$ cat src/rtl/hit_capture_reg.sv
`timescale 1ns/1ps
`default_nettype none
// ============================================================================
// Module   : hit_capture_reg
// Purpose  : TDC front-end input register. Synchronises every hit line (or a
//            shared test pulse), detects rising edges, stretches each edge
//            into a HOLD_CYCLES-long capture pulse, flags pile-up and keeps a
//            saturating hit counter per channel, readable by req/ack.
// Ports    : clk, rst          - system clock, async active-high reset
//            D_i, testsignal_i - asynchronous hit / test-pulse inputs
//            enTS_i            - 0: hits from D_i, 1: hits from testsignal_i
//            ch_mask_i         - per-channel enable (1 = enabled)
//            Q_o, hit_any_o    - capture pulses and their OR
//            pileup_o          - sticky "edge while Q already high"
//            cnt_clear_i       - clears all counters and pile-up flags
//            rd_req_i/rd_addr_i -> rd_ack_o/rd_data_o/rd_err_o counter read
// Revision : 1.0 - initial release
// ============================================================================
module hit_capture_reg #(
  parameter int WIDTH       = 48,
  parameter int SYNC_STAGES = 2,
  parameter int HOLD_CYCLES = 1,
  parameter int CNT_WIDTH   = 16,
  parameter int ADDR_W      = 6
) (
  input  logic                 clk,
  input  logic                 rst,
  input  logic [WIDTH-1:0]     D_i,
  input  logic                 testsignal_i,
  input  logic                 enTS_i,
  input  logic [WIDTH-1:0]     ch_mask_i,
  output logic [WIDTH-1:0]     Q_o,
  output logic                 hit_any_o,
  output logic [WIDTH-1:0]     pileup_o,
  input  logic                 cnt_clear_i,
  input  logic                 rd_req_i,
  input  logic [ADDR_W-1:0]    rd_addr_i,
  output logic                 rd_ack_o,
  output logic [CNT_WIDTH-1:0] rd_data_o,
  output logic                 rd_err_o
);

  localparam int                    c_HOLD_W    = (HOLD_CYCLES > 1) ? $clog2(HOLD_CYCLES) : 1;
  localparam logic [c_HOLD_W-1:0]   c_HOLD_LOAD = c_HOLD_W'(HOLD_CYCLES - 1);
  localparam logic [c_HOLD_W-1:0]   c_HOLD_ONE  = 1;
  localparam logic [CNT_WIDTH-1:0]  c_CNT_MAX   = '1;
  localparam logic [CNT_WIDTH-1:0]  c_CNT_ONE   = 1;

  // --------------------------------------------------------------------------
  // Input synchronisers and mode tracking
  // --------------------------------------------------------------------------
  logic [WIDTH-1:0]       d_sync_q [SYNC_STAGES];
  logic [SYNC_STAGES-1:0] ts_sync_q;
  logic                   mode_q;
  logic                   mode_dly_q;
  logic [WIDTH-1:0]       prev_q;

  logic [WIDTH-1:0]       w_src;
  logic                   w_mode_stable;
  logic [WIDTH-1:0]       w_edge;

  always_ff @(posedge clk or posedge rst) begin
    if (rst) begin
      for (int s = 0; s < SYNC_STAGES; s++) begin
        d_sync_q[s] <= '0;
      end
      ts_sync_q  <= '0;
      mode_q     <= 1'b0;
      mode_dly_q <= 1'b0;
      prev_q     <= '0;
    end else begin
      d_sync_q[0] <= D_i;
      for (int s = 1; s < SYNC_STAGES; s++) begin
        d_sync_q[s] <= d_sync_q[s-1];
      end
      ts_sync_q  <= {ts_sync_q[SYNC_STAGES-2:0], testsignal_i};
      mode_q     <= enTS_i;
      mode_dly_q <= mode_q;
      // Tracks the source regardless of mask so that unmasking a channel that
      // is already high does not look like a fresh edge.
      prev_q     <= w_src;
    end
  end

  assign w_src = mode_q ? {WIDTH{ts_sync_q[SYNC_STAGES-1]}} : d_sync_q[SYNC_STAGES-1];

  // prev_q still holds the old source for one cycle after a mode switch, so
  // edges are blanked in that cycle to avoid a spurious hit.
  assign w_mode_stable = (mode_q == mode_dly_q);
  assign w_edge        = w_src & ~prev_q & ch_mask_i & {WIDTH{w_mode_stable}};

  // --------------------------------------------------------------------------
  // Capture pulse, pile-up flag and hit counter per channel
  // --------------------------------------------------------------------------
  logic [WIDTH-1:0]     q_q,    q_d;
  logic [c_HOLD_W-1:0]  hold_q [WIDTH];
  logic [c_HOLD_W-1:0]  hold_d [WIDTH];
  logic [WIDTH-1:0]     pile_q, pile_d;
  logic [CNT_WIDTH-1:0] cnt_q  [WIDTH];
  logic [CNT_WIDTH-1:0] cnt_d  [WIDTH];

  always_comb begin
    q_d    = q_q;
    hold_d = hold_q;
    pile_d = pile_q;
    cnt_d  = cnt_q;
    for (int i = 0; i < WIDTH; i++) begin
      if (q_q[i]) begin
        // An edge during an active pulse never retriggers or extends it.
        if (hold_q[i] == '0) begin
          q_d[i] = 1'b0;
        end else begin
          hold_d[i] = hold_q[i] - c_HOLD_ONE;
        end
        if (w_edge[i]) begin
          pile_d[i] = 1'b1;
        end
      end else if (w_edge[i]) begin
        q_d[i]    = 1'b1;
        hold_d[i] = c_HOLD_LOAD;
      end
      if (w_edge[i] && (cnt_q[i] != c_CNT_MAX)) begin
        cnt_d[i] = cnt_q[i] + c_CNT_ONE;
      end
    end
    // Clear takes priority over a same-cycle edge; Q is deliberately untouched.
    if (cnt_clear_i) begin
      pile_d = '0;
      for (int i = 0; i < WIDTH; i++) begin
        cnt_d[i] = '0;
      end
    end
  end

  always_ff @(posedge clk or posedge rst) begin
    if (rst) begin
      q_q    <= '0;
      pile_q <= '0;
      for (int i = 0; i < WIDTH; i++) begin
        hold_q[i] <= '0;
        cnt_q[i]  <= '0;
      end
    end else begin
      q_q    <= q_d;
      pile_q <= pile_d;
      hold_q <= hold_d;
      cnt_q  <= cnt_d;
    end
  end

  assign Q_o       = q_q;
  assign hit_any_o = |q_q;
  assign pileup_o  = pile_q;

  // --------------------------------------------------------------------------
  // Counter read port: returns the count registered before the request edge
  // --------------------------------------------------------------------------
  logic [CNT_WIDTH-1:0] w_rd_val;
  logic                 w_rd_hit;
  logic                 rd_ack_q,  rd_ack_d;
  logic                 rd_err_q,  rd_err_d;
  logic [CNT_WIDTH-1:0] rd_data_q, rd_data_d;

  always_comb begin
    w_rd_val = '0;
    w_rd_hit = 1'b0;
    for (int i = 0; i < WIDTH; i++) begin
      if (rd_addr_i == ADDR_W'(i)) begin
        w_rd_val = cnt_q[i];
        w_rd_hit = 1'b1;
      end
    end
  end

  always_comb begin
    rd_ack_d  = 1'b0;
    rd_err_d  = 1'b0;
    rd_data_d = rd_data_q;
    if (rd_req_i) begin
      rd_ack_d  = 1'b1;
      rd_err_d  = ~w_rd_hit;
      rd_data_d = w_rd_hit ? w_rd_val : '0;
    end
  end

  always_ff @(posedge clk or posedge rst) begin
    if (rst) begin
      rd_ack_q  <= 1'b0;
      rd_err_q  <= 1'b0;
      rd_data_q <= '0;
    end else begin
      rd_ack_q  <= rd_ack_d;
      rd_err_q  <= rd_err_d;
      rd_data_q <= rd_data_d;
    end
  end

  assign rd_ack_o  = rd_ack_q;
  assign rd_err_o  = rd_err_q;
  assign rd_data_o = rd_data_q;

endmodule
`default_nettype wire

$ cat config.mk
export PLATFORM = sky130hd
export DESIGN_NAME = hit_capture_reg
export DESIGN_NICKNAME = d
export VERILOG_FILES = /design/src/rtl/hit_capture_reg.sv
export SDC_FILE = /design/constraint.sdc
export NUM_CORES = 2
export LEC_CHECK = 0
export BUFFER_PORTS_ARGS = -buffer_cell sky130_fd_sc_hd__clkbuf_2
export CAP_MARGIN = 10
export CORE_MARGIN = 1.5
export CORE_UTILIZATION = 30
export CTS_CLUSTER_DIAMETER = 200
export DETAILED_ROUTE_END_ITERATION = 8
export GPL_TIMING_DRIVEN = 1
export PLACE_DENSITY = 0.44
export SYNTH_ARGS = -nofsm -noshare
export SYNTH_HDL_FRONTEND = slang
export SYNTH_SLANG_ARGS = --single-unit
$ cat constraint.sdc
create_clock -name clk -period 47.5 [get_ports clk]
set_clock_uncertainty 0.15 [all_clocks]
set_input_delay 2.375 -clock clk [delete_from_list [all_inputs] [get_ports clk]]
set_output_delay 2.375 -clock clk [all_outputs]
set_load 0.02 [all_outputs]
==> out/qor.yml <==
floorplan:
  die-height_um: 433.4
  die_area_mm2: 0.1878
  num_io_pins: 223
  start_util_pct: 30.28
  fp.dieW_um: 433.4
  core_area_mm2: 0.1835
  rows: 157
route:
  vias: 46873
  drt-initial-drc-count: 4421
  top_layer: "met5"
  detail_route.wl_per_cell_um: 24.70
  post_drt_via_cell_ratio: 5.418
  routed_wirelength_um: 213700
  drtPass1Iterations: 7
  wl_met3_um: 14990
  drtAntennaViolNets: 0
  drc: 0
  routed-wl-met2_um: 91830
  drt-met1-wl_um: 97790
synth:
  synthSimpleGateAreaFrac_pct: 22.83
  synthesis.area_mm2: 0.05556
  synth_most_common_cell: "nor2_1"
  synth_flop_cell: "dfrtp_1"
  syn_nets: 6103
  synth.top_cell.area_share_pct: 46.39
  synth-compound-area-share_pct: 11.73
  synthAdderAreaFrac_pct: 1.081
  netlist_instances: 5947
  synth_edf_count: 0
  yosysTopAreaCell: "dfrtp_1"
  ys_top_cells_by_count: "1051 x nor2_1, 1030 x dfrtp_1, 412 x nand2_1"
  synth_seq_cells: 1030
  yosys_warnings: 0
  synth_top_family_by_area: "simple AND/OR/NAND/NOR gates"
  synth_xor_area_share_pct: 10.23
  ys_types: 105
  ys_seq_area_share_pct: 46.39
  synth_area_leaders: "dfrtp_1 46%, nor2_1 7.1%, xor2_1 5.6%"
  muxShareOfSynthArea_pct: 4.411
  synthArstFlopShare_pct: 100.0
  postSynthAreaPerCell_um2: 9.343
worst_setup_path:
  worstSetupPathType: "primary input to flip-flop"
  cp_common_cell: "o21ai_0"
  cp_cell_sequence: "buf_8, buf_12, nor2b_4, buf_4, a22oi_1, o21ai_0, o211ai_1, a311oi_1, o21ai_0, a21oi_1"
  cp_slowest_cell: "a311oi_1"
  cpPeakStageDelay_ns: 0.78
  critPathRequiredTime_ns: 48.03
  crit_fanout: 117
  cp-end-kind: "flip-flop"
  worstPathArrival_ns: 6.88
  reg2regPathDepth: 9
  cp-start-kind: "primary input"
grt:
  grt_first_pass_wirelength_um: 317700
  grt_max_degree: 169
  track_usage_pct: 22.57
  grt_pass1_vias: 45072
  grt_overflow: 0
  antenna_found_initial: 6
place:
  place_hpwl_um: 157900
  io_buffers: 222
  finalWeightedCongestion: 0.9457
  placed_area_mm2: 0.05932
  place_ws_ns: 40.46
clock_network:
  cts_buffer_depth: 3
  cts_made_buffers: 119
  cts_tree: "built"
  cts.hold.buffers_added: 0
  root_buffer: "clkbuf_16"
  cts_sinks: 1030
  clk_pin_slew_ns: 0.06
  clk_latency_ns: 0.75
  postCtsResizedCells: 0
  postCtsSetupBuffers: 0
  htree_levels: 3
layout:
  nets: 6240
  fillers: 19083
  multi_input_area_mm2: 0.02805
  drive_above_1_share_pct: 11.24
  design_area_mm2: 0.06333
  regArea_mm2: 0.02578
  area_growth_pct: 13.97
min_path:
  min_path_cells: 0
  holdCritPathClass: "flip-flop to flip-flop"
sta:
  holdWs_ns: 0.1965
  setup_slack_ns: 41.15
  setup_viol: 0
  tightest_slew_ns: 1.203
  finalMaxSlewViolations: 0
  fin_tns_setup_ns: 0
  finalHoldViolations: 0
  rsz0062_at_grt: "false"
  max_freq_mhz: 157.5
  finalCritPeriodShare_pct: 13.36
  finalCriticalPeriod_ns: 6.348
  maxSlewHeadroom_pct: 19.24
power_and_ir_drop:
  powerDensity_mw_per_mm2: 31.34
  ir_drop_mv: 0.02675
  power_leakage_nw: 26.57
status:
  outcome: "complete, no violations"
job:
  drv_cap: 0
-- final cells by class --
class	count	area share (%)
clock inverters	44	0.7152
repair buffers	303	2.849
flip-flops and latches	1030	40.70
multi-input cells	4466	44.29
diodes	4	0.01581
inverters	164	0.9859
clock buffers	177	5.574
well taps	2464	4.868
-- layout by cell type, fill, tap and decap left out, types with 31 or more instances in the layout --
| cell type | netlist | routed |
|---|---|---|
| mux2_2 | 64 | 64 |
| clkbuf_2 | 0 | 219 |
| and4_1 | 68 | 68 |
| mux4_2 | 31 | 31 |
| and2_1 | 51 | 51 |
| buf_4 | 6 | 76 |
| ha_1 | 48 | 48 |
| nor2_1 | 1051 | 1050 |
| a21oi_1 | 285 | 285 |
| clkbuf_16 | 0 | 122 |
| o22ai_1 | 54 | 54 |
| o221ai_1 | 38 | 38 |
| xnor2_1 | 290 | 290 |
| nor4_1 | 40 | 40 |
| nor3_1 | 99 | 99 |
| a22oi_1 | 39 | 39 |
| or3_1 | 71 | 71 |
| and3_1 | 110 | 110 |
| mux2i_1 | 102 | 102 |
| xor2_1 | 357 | 357 |
| inv_1 | 162 | 160 |
| nand3_1 | 327 | 327 |
| nor2b_1 | 58 | 56 |
| nand4_1 | 138 | 138 |
| dfrtp_1 | 1030 | 1029 |
| o21ai_0 | 236 | 233 |
| nand2_1 | 412 | 412 |
-- per-layer routing --
| layer | up-vias | track usage, % |
|---|---|---|
| met2 | 1785 | 33.42 |
| met4 | 6 | 9.180 |
| met3 | 395 | 3.537 |
| met5 | - | 0 |
| met1 | 23509 | 32.61 |
| li1 | 21178 | - |
-- path summary, 6_finish.rpt --
| path | startpoint | end | slack, ns |
|---|---|---|---|
| max in group asynchronous | rst | cnt_q[180]$_DFFE_PP0P_ | 41.39 |
| hold reg to reg | d_sync_q[88]$_DFF_PP0_ | d_sync_q[40]$_DFF_PP0_ | 0.20 |
| setup reg to reg | mode_q$_DFF_PP0_ | cnt_q[187]$_DFFE_PP0P_ | 43.15 |
| min in group asynchronous | rst | pileup_o[8]$_DFFE_PP0P_ | 1.58 |
| setup / recovery | rd_addr_i[0] | rd_data_o[6]$_DFFE_PP0P_ | 41.15 |
| hold / removal | d_sync_q[88]$_DFF_PP0_ | d_sync_q[40]$_DFF_PP0_ | 0.20 |
-- registers in the layout, indices dropped and copies added (netlist names), 2 cells and up --
name / cells
cnt_q: 768
prev_q: 48
rd_data_o: 16
ts_sync_q: 2
Q_o: 48
pileup_o: 48
d_sync_q: 96
-- through the flow --
stage | cells | util, % | power, mW
2_1_floorplan | 5947 | - | 0.9967
3_3_place_gp | 8426 | 32.33 | 1.055
3_5_place_dp | 8426 | 32.33 | 1.055
4_1_cts | 8647 | 34.50 | 2.011
5_1_grt | 8649 | 34.51 | 2.058
6_report | 8652 | 34.51 | 1.984
-- critical path: cells and delay by family --
kind / cells / cell delay [ns]
buf+inv: 3 / 1.41
simple gates: 1 / 0.26
compound gates: 6 / 2.48
-- where the power goes --
group	switching (mW)	internal [mW]	leakage (nW)
registers	0.0126	0.890	14.0
logic	0.101	0.0354	10.6
clock network	0.400	0.546	1.98
total	0.513	1.47	26.6
-- logic make-up after synthesis --
logic type      after synthesis
fa+ha+maj                    48
mux                         198
simple gates               2598
xor+xnor                    648
compound gates              974
flops                      1030
buf+inv                     451
Power figures use the tool's default switching activity.
